`src/rtl/fip_pkg.sv`:
```
// Shared constants, types and helpers for the Q16.16 fixed-point blocks.
package fip_pkg;

  localparam int unsigned WIDTH = 32;
  localparam int unsigned FRAC  = 16;
  localparam int unsigned DVD_W = WIDTH + FRAC;
  localparam int unsigned CNT_W = $clog2(DVD_W + 1);

  localparam logic [WIDTH-1:0] Q_MAX = 32'h7FFF_FFFF;
  localparam logic [WIDTH-1:0] Q_MIN = 32'h8000_0000;

  typedef logic signed [WIDTH-1:0] fip_t;

  typedef enum logic [1:0] {
    IDLE = 2'd0,
    CALC = 2'd1,
    DONE = 2'd2
  } div_state_e;

  // Unsigned magnitude; the most negative value maps to 2^(WIDTH-1) without wrap.
  function automatic logic [WIDTH-1:0] fip_abs(input fip_t v);
    logic [WIDTH-1:0] u;
    u = v;
    return u[WIDTH-1] ? (~u + WIDTH'(1)) : u;
  endfunction

endpackage

```
`src/rtl/fip_32_div_if.sv`:
```
// Operand / result handshake bundle for the fixed-point divider.
interface fip_32_div_if;
  import fip_pkg::*;

  logic in_valid;
  logic in_ready;
  fip_t x;
  fip_t y;
  logic out_valid;
  logic out_ready;
  fip_t quot;
  logic overflow;
  logic div_by_zero;

  // Producer/consumer side.
  modport master (
    output in_valid, x, y, out_ready,
    input  in_ready, out_valid, quot, overflow, div_by_zero
  );

  // Divider side.
  modport slave (
    input  in_valid, x, y, out_ready,
    output in_ready, out_valid, quot, overflow, div_by_zero
  );

endinterface

```
`src/rtl/fip_div_step.sv`:
```
// One combinational radix-2 restoring division iteration.
module fip_div_step
  import fip_pkg::*;
(
  input  logic [WIDTH-1:0] rem_i,
  input  logic             next_bit_i,
  input  logic [WIDTH-1:0] divisor_i,
  output logic [WIDTH-1:0] rem_next_o,
  output logic             q_bit_o
);

  logic [WIDTH:0] shifted;
  logic           ge;

  // Shift in the next dividend bit and subtract when the divisor fits.
  // The remainder stays below the divisor, so WIDTH bits hold it.
  always_comb begin
    shifted    = {rem_i, next_bit_i};
    ge         = (shifted >= {1'b0, divisor_i});
    q_bit_o    = ge;
    rem_next_o = ge ? WIDTH'(shifted - {1'b0, divisor_i}) : shifted[WIDTH-1:0];
  end

endmodule

```
`src/rtl/fip_32_div.sv`:
```
// Sequential signed Q16.16 divider: one quotient bit per clock, fixed latency,
// saturating result with overflow and divide-by-zero flags.
module fip_32_div
  import fip_pkg::*;
(
  input  logic         clk,
  input  logic         reset,
  fip_32_div_if.slave  bus
);

  div_state_e       state_q;
  logic [CNT_W-1:0] cnt_q;
  logic [WIDTH-1:0] rem_q;
  logic [DVD_W-1:0] dvd_q;
  logic [DVD_W-1:0] q_q;
  logic [WIDTH-1:0] ymag_q;
  logic             sign_q;
  logic             xneg_q;
  logic             yzero_q;
  logic             in_ready_q;
  logic             out_valid_q;
  logic [WIDTH-1:0] quot_q;
  logic             ovf_q;
  logic             dz_q;

  logic [WIDTH-1:0] rem_d;
  logic             q_bit_d;
  logic [WIDTH-1:0] quot_d;
  logic             ovf_d;
  logic             dz_d;
  logic [WIDTH-1:0] q_low;

  fip_div_step u_step (
    .rem_i      (rem_q),
    .next_bit_i (dvd_q[DVD_W-1]),
    .divisor_i  (ymag_q),
    .rem_next_o (rem_d),
    .q_bit_o    (q_bit_d)
  );

  // Final formatting: sign application, saturation and zero-divisor override.
  always_comb begin
    q_low  = q_q[WIDTH-1:0];
    quot_d = sign_q ? (~q_low + WIDTH'(1)) : q_low;
    ovf_d  = 1'b0;
    dz_d   = 1'b0;
    if (yzero_q) begin
      dz_d   = 1'b1;
      quot_d = xneg_q ? Q_MIN : Q_MAX;
    end else if (!sign_q && (q_q > DVD_W'(Q_MAX))) begin
      ovf_d  = 1'b1;
      quot_d = Q_MAX;
    end else if (sign_q && (q_q > DVD_W'(Q_MIN))) begin
      ovf_d  = 1'b1;
      quot_d = Q_MIN;
    end
  end

  // Control FSM with datapath registers and registered handshake outputs.
  always_ff @(posedge clk) begin
    if (reset) begin
      state_q     <= IDLE;
      cnt_q       <= '0;
      rem_q       <= '0;
      dvd_q       <= '0;
      q_q         <= '0;
      ymag_q      <= '0;
      sign_q      <= 1'b0;
      xneg_q      <= 1'b0;
      yzero_q     <= 1'b0;
      in_ready_q  <= 1'b1;
      out_valid_q <= 1'b0;
      quot_q      <= '0;
      ovf_q       <= 1'b0;
      dz_q        <= 1'b0;
    end else begin
      unique case (state_q)
        IDLE: begin
          if (bus.in_valid && in_ready_q) begin
            sign_q     <= bus.x[WIDTH-1] ^ bus.y[WIDTH-1];
            xneg_q     <= bus.x[WIDTH-1];
            yzero_q    <= (bus.y == '0);
            ymag_q     <= fip_abs(bus.y);
            dvd_q      <= {fip_abs(bus.x), {FRAC{1'b0}}};
            q_q        <= '0;
            rem_q      <= '0;
            cnt_q      <= CNT_W'(DVD_W);
            in_ready_q <= 1'b0;
            state_q    <= CALC;
          end
        end
        CALC: begin
          if (cnt_q != '0) begin
            rem_q <= rem_d;
            dvd_q <= {dvd_q[DVD_W-2:0], 1'b0};
            q_q   <= {q_q[DVD_W-2:0], q_bit_d};
            cnt_q <= cnt_q - CNT_W'(1);
          end else begin
            quot_q      <= quot_d;
            ovf_q       <= ovf_d;
            dz_q        <= dz_d;
            out_valid_q <= 1'b1;
            state_q     <= DONE;
          end
        end
        DONE: begin
          if (bus.out_ready) begin
            out_valid_q <= 1'b0;
            in_ready_q  <= 1'b1;
            state_q     <= IDLE;
          end
        end
        default: begin
          state_q     <= IDLE;
          in_ready_q  <= 1'b1;
          out_valid_q <= 1'b0;
        end
      endcase
    end
  end

  assign bus.in_ready    = in_ready_q;
  assign bus.out_valid   = out_valid_q;
  assign bus.quot        = quot_q;
  assign bus.overflow    = ovf_q;
  assign bus.div_by_zero = dz_q;

endmodule

```
`src/flat_wrapper.sv`:
```
// flat-port wrapper written by rule: the top's interface ports become plain ports
module fip_32_div_flat import fip_pkg::*;
  (clk, reset, bus_in_valid, bus_x, bus_y, bus_out_ready, bus_in_ready, bus_out_valid, bus_quot, bus_overflow, bus_div_by_zero);
  fip_32_div_if bus_i ();
  input  logic clk;
  input  logic reset;
  input wire logic [$bits(bus_i.in_valid)-1:0] bus_in_valid;
  input wire logic [$bits(bus_i.x)-1:0] bus_x;
  input wire logic [$bits(bus_i.y)-1:0] bus_y;
  input wire logic [$bits(bus_i.out_ready)-1:0] bus_out_ready;
  output wire logic [$bits(bus_i.in_ready)-1:0] bus_in_ready;
  output wire logic [$bits(bus_i.out_valid)-1:0] bus_out_valid;
  output wire logic [$bits(bus_i.quot)-1:0] bus_quot;
  output wire logic [$bits(bus_i.overflow)-1:0] bus_overflow;
  output wire logic [$bits(bus_i.div_by_zero)-1:0] bus_div_by_zero;
  assign bus_i.in_valid = bus_in_valid;
  assign bus_i.x = bus_x;
  assign bus_i.y = bus_y;
  assign bus_i.out_ready = bus_out_ready;
  assign bus_in_ready = bus_i.in_ready;
  assign bus_out_valid = bus_i.out_valid;
  assign bus_quot = bus_i.quot;
  assign bus_overflow = bus_i.overflow;
  assign bus_div_by_zero = bus_i.div_by_zero;
  fip_32_div u_core (.clk(clk), .reset(reset), .bus(bus_i));
endmodule
```
`config.mk`:
```
export PLATFORM = sky130hd
export DESIGN_NAME = fip_32_div_flat
export DESIGN_NICKNAME = d
export VERILOG_FILES = /design/src/rtl/fip_pkg.sv /design/src/rtl/fip_32_div_if.sv /design/src/rtl/fip_div_step.sv /design/src/rtl/fip_32_div.sv /design/src/flat_wrapper.sv
export SDC_FILE = /design/constraint.sdc
export NUM_CORES = 1
export LEC_CHECK = 0
export BUFFER_PORTS_ARGS = -buffer_cell sky130_fd_sc_hd__buf_2
export CORE_MARGIN = 5
export CORE_UTILIZATION = 30
export CTS_CLUSTER_SIZE = 20
export DETAILED_ROUTE_END_ITERATION = 12
export PLACE_DENSITY = 0.49
export SLEW_MARGIN = 20
export SYNTH_ARGS = -nofsm -noshare
export SYNTH_HDL_FRONTEND = slang
export SYNTH_HIERARCHICAL = 1
export SYNTH_SLANG_ARGS = --single-unit
export TNS_END_PERCENT = 50
```
`constraint.sdc`:
```
create_clock -name clk -period 4.75 [get_ports clk]
set_input_delay 0 -clock clk [delete_from_list [all_inputs] [get_ports clk]]
set_output_delay 0 -clock clk [all_outputs]
set_load 0.005 [all_outputs]
```
; Word-level counts from Yosys, hierarchy flattened
; Cells that the tools add are included.
[op_classes]
reduce_logical = 14
n_shift = 0
multipliers = 0
n_eq_ne = 6
bitwise_logic = 7
n_addsub = 5
magnitude_cmp = 3
n_mux = 34
div_mod_pow = 0
[ops]
columns = op, n
row1 = 32-bit two-way mux, 10
row2 = 48-bit two-way mux, 4
row3 = 48-bit one-hot mux with 2 select lines, 2
row4 = 32-bit by 1-bit adder with 32-bit output (second input constant), 3
row5 = 32-bit NOT, 3
row6 = 32-bit one-hot mux with 2 select lines, 1
row7 = 48-bit by 31-bit greater-than comparator with 1-bit output (second input constant), 1
row8 = 48-bit by 32-bit greater-than comparator with 1-bit output (second input constant), 1
row9 = 33-bit by 32-bit greater-or-equal comparator with 1-bit output, 1
row10 = 32-bit zero test, 1
row11 = 32-bit subtractor, 1
row12 = 6-bit two-way mux, 2
row13 = 6-bit one-hot mux with 2 select lines, 1
row14 = 3-bit AND reduction, 4
row15 = 1-bit two-way mux, 8
row16 = 2-bit two-way mux, 3
row17 = 1-bit one-hot mux with 3 select lines, 2
row18 = 2-bit one-hot mux with 3 select lines, 1
row19 = 6-bit nonzero test, 1
row20 = 6-bit by 1-bit subtractor with 6-bit output (second input constant), 1
row21 = 2-bit by 1-bit inequality test with 1-bit output (second input constant), 2
row22 = 2-bit inequality test (second input constant), 2
row23 = 2-bit AND reduction, 2
row24 = 1-bit logical AND, 3
row25 = 7 further kinds, 9
[word_totals]
mem_count = 0
ram_bits = 0
register_bits = 207
latch_bits = 0
romBits = 0
word_cells = 83
output_inout_bits = 36
inputBits = 68

; Depth between registers and ports, before layout
[depth]
depth_word = 6
ltp_mapped = 15
ltp_nobuf = 12

; Modules after synthesis
; The synthesis kept the hierarchy.
[modules_own_cells]
columns = module, area_each_um2, cells_each, seq_area_each_um2, n_inst
row1 = fip_32_div, 9059.9, 1069, 3823.7, 1
row2 = fip_div_step, 2331.0, 323, 0.0, 1

; Worst setup path after synthesis
; Ideal clock, no wire load.
[synth_path]
kind = register -> register
start = reg u_core.ymag_q[7]
end = reg u_core.rem_q[21]
required_ps = 4633
n_path_buf = 2
setup_time_ps = 117
period_less_slack_ps = 3009
path_slack_ps = 1741
arrival_ps = 2892
stages_incl_launch_ff = 15
cell_sequence = dfxtp_1 inv_1 ha_1 a21oi_2 a211oi_1 or3_4 nor4b_4 o21ai_2 a31oi_4 o21a_4 inv_2 buf_6 buf_12 mux2_4 a22o_1
[synth_via]
elab_chain_len = 4
elab_cells_between_ends = 5
classes_between = 1 x add/sub / 1 x order compare / 3 x mux
[synth_lines]
columns = item, line
row1 = start: declaration, fip_32_div.sv:16  ; logic [WIDTH-1:0] ymag_q;
row2 = start signal: assignment, fip_32_div.sv:83  ; ymag_q <= fip_abs(bus.y);
row3 = 33-bit by 32-bit greater-or-equal comparator with 1-bit output, fip_div_step.sv:19  ; ge = (shifted >= {1'b0, divisor_i});
row4 = via u_core.q_bit_d, fip_32_div.sv:27  ; logic q_bit_d;
row5 = 32-bit two-way mux, fip_div_step.sv:21  ; rem_next_o = ge ? WIDTH'(shifted - {1'b0, divisor_i}) : shifted[WIDTH-1:0];
row6 = via u_core.rem_d[21], fip_32_div.sv:26  ; logic [WIDTH-1:0] rem_d;
row7 = 32-bit two-way mux, fip_32_div.sv:93  ; if (cnt_q != '0) begin
row8 = 32-bit one-hot mux with 2 select lines, fip_32_div.sv:77  ; unique case (state_q)
row9 = end signal: assignment, fip_32_div.sv:94  ; rem_q <= rem_d;
row10 = end: declaration, fip_32_div.sv:13  ; logic [WIDTH-1:0] rem_q;
; The timed path passes the listed nets, and every way through them passes these cells. The select of a mux whose other input is x is not followed.
; A chain may end at the register's enable or synchronous reset.

; Final worst setup path
[layout_path]
start = reg u_core.ymag_q[10]
end = reg u_core.rem_q[19]
; The elaborated chain is that of the path after synthesis.

==> impl_metrics.toml <==
[cells_and_area]
final_cell_mix = "dfxtp_1 (191), nor2_1 (119), nand2_1 (111)"
final.fill_count = 3917
nets = 1603
layout-drive-gt1-share_pct = 14.0
final_common_cell = "dfxtp_1"
diodes = 0
syn_to_final_growth_pct = 19.5

[grt]
antenna_found_initial = 0
grt_max_degree = 70
grt_pass1_vias = 10487
grt_overflow = 0
grtUsageTotal_pct = 16.5
grt_first_pass_wirelength_um = 56800

[clock_tree]
cts_max_path_buffers = 2
cts_made_buffers = 17
clockRootBuffer = "clkbuf_16"
cts_max_level = 4
clk_pin_slew_ns = 0.08
cts.sinks = 191
clk_latency_ns = 0.45
cts_tree = "built"

[synthesis]
yosysWarnings = 6
yosysSeqAreaShare_pct = 33.6
synth-async-reset-ratio_pct = 0
syn_area_sq_um = 11400
syn_nets = 1498
synth_edf_count = 0
synth_top_area_cell = "dfxtp_1"
avgSynthCellArea_sq_um = 8.18
synth_cell_type_count = 82
ys_ff_latch = 191
synth_area_leaders = "dfxtp_1 (34%), a22o_1 (5.8%), a21oi_1 (4.4%)"
ys.flop_type = "dfxtp_1"
netlist_instances = 1392
synth_top_area_share_pct = 33.6

[floorplanning]
io_pins = 104
coreArea_sq_um = 37600
die_area_sq_um = 42000
die_h_um = 205
rows = 71
die_width_um = 205
initial_core_util_pct = 30.3

[timing]
drv_slew = 0
relSlewSlack_pct = 35.5
fin_crit_sh_pct = 75.3
hold_viol_final = 0
max_slew.worst_pin.slew_ns = 0.967
tns_ns = 0
clock.fmax_mhz = 280
setup_viol = 0
rsz0062_at_grt = "no"
fin_skew_ns = 0.0147
finalCriticalPeriod_ns = 3.58

[pwr]
fin_total_pwr_w = 0.00529
cellLeakagePower_nw = 5.42
powerDensity_nw_per_um2 = 388
max-vdd-ir-drop_mv = 0.280

[routing]
finalWirelength_um = 35100
ant_nets = 0
drtIter0Drc = 586
drc = 0
avgRoutedWirePerCell_um = 17.3
firstDrtPassIters = 5
vias = 10775
routed_via_density = 5.33

[setup_path]
worstPathRequired_ns = 5.08
worstSetupEndpointType = "flop"
arrival_ns = 3.91
crit_fanout = 29
start_kind = "flop"
startpoint = "u_core/ymag_q[10]$_SDFFE_PP0P_"
crit_type = "reg2reg"
r2r_start = "u_core/ymag_q[10]$_SDFFE_PP0P_"

[hold_path]
min_path_type = "in2reg"
min-delay-start = "bus_x[5]"

[job]
max_cap_violations = 0

[place]
place.detailed.hpwl_um = 24800
gp_congestion = 0.852
io_buffers = 103

[outcome]
status = "finished clean"
[flip-flops by register name (all words and copies together), names as in the netlist, 2 cells and up]
| signal | count |
|---|---|
| u_core/state_q | 2 |
| u_core/cnt_q | 6 |
| u_core/rem_q | 32 |
| u_core/ymag_q | 32 |
| u_core/dvd_q | 32 |
| u_core/bus.quot | 32 |
| u_core/q_q | 48 |
[stage by stage]
step           setup WS, ns  cell area (sq um)  hold slack, ns  cells  util (%)
4_1_cts                1.18              13600         0.00144   2020      36.1
5_1_grt               0.876              13600          0.0434   2021      36.2
2_1_floorplan          1.74              11400           0.136   1392         -
6_report               1.17              13600          0.0189   2021      36.2
3_5_place_dp           1.21              12400           0.292   1928      32.9
3_3_place_gp           1.36              12400           0.288   1928      32.9
[synth_stat cells (21+ instances only)]
| master | instances |
|---|---|
| dfxtp_1 | 191 |
| nor2_1 | 119 |
| nand2_1 | 111 |
| a21oi_1 | 100 |
| clkbuf_1 | 83 |
| a22o_1 | 75 |
| o21ai_0 | 64 |
| inv_1 | 56 |
| xnor2_1 | 47 |
| a211oi_1 | 37 |
| ha_1 | 37 |
| nor3_1 | 36 |
| xor2_1 | 36 |
| a31oi_1 | 30 |
| nand3_1 | 27 |
| o31ai_1 | 25 |
| mux2_2 | 21 |
| or4_1 | 21 |
[cells by family (layout without fill, tap and decap cells)]
group                      Yosys count  count (layout)  share of synthesized area [%]
AOI/OAI and AO/OA                  453             453                           27.5
muxes                               41              41                           4.23
adders and majority gates           38              38                           4.24
and+or+nand+nor                    431             431                           18.7
xor gates and xnor gates            83              83                           6.38
buffers and inverters              155             273                           5.36
DFF                                191             191                           33.6
[critical path: stages, from the launching register on]
cell	delay, ns
dfxtp_1	0.34
inv_1	0.05
ha_1	0.40
nand4_1	0.21
nor3_1	0.35
o211ai_1	0.19
nor4b_4	0.18
o21ai_2	0.18
a31oi_4	0.12
o21a_4	0.26
inv_2	0.53
mux2_2	0.41
a22o_1	0.21
[power breakdown]
| part | internal [W] | switching, W |
|---|---|---|
| clock network | 0.000732 | 0.000789 |
| logic | 0.000762 | 0.00112 |
| registers | 0.00177 | 0.000107 |
| total | 0.00327 | 0.00202 |
[metal layers]
layer	vias up	GRT usage (%)	share of wire, %
li1	5375	-	-
met1	5161	22.5	48
met2	205	27.2	47
met3	34	2.88	3.8
met4	0	4.04	1.2
met5	-	0	0
[timing repair]
action	in CTS	in global routing
hold buffers	60	0
resized for setup	0	0
endpoints found under the hold margin	61	0
setup buffers	0	0
[layout make-up]
cell class / count / area [sq um] / share of cell area [%]
multi-input cells: 1046 / 7020 / 51.5
clock buffers: 17 / 425 / 3.12
well taps: 511 / 639 / 4.70
inverters: 58 / 218 / 1.60
clock inverters: 15 / 204 / 1.50
flip-flops and latches: 191 / 3820 / 28.1
repair buffers: 183 / 1290 / 9.46
[final timing paths]
kind / cells after the start / slack, ns / endpoint
max: 12 / 1.17 / u_core/rem_q[19]$_SDFFE_PP0P_
max reg2reg: 12 / 1.17 / u_core/rem_q[19]$_SDFFE_PP0P_
min: 5 / 0.02 / u_core/dvd_q[21]$_SDFFE_PP0P_
min reg2reg: 2 / 0.45 / u_core/ymag_q[30]$_SDFFE_PP0P_
No activity file was read; power rests on OpenSTA's default activity.
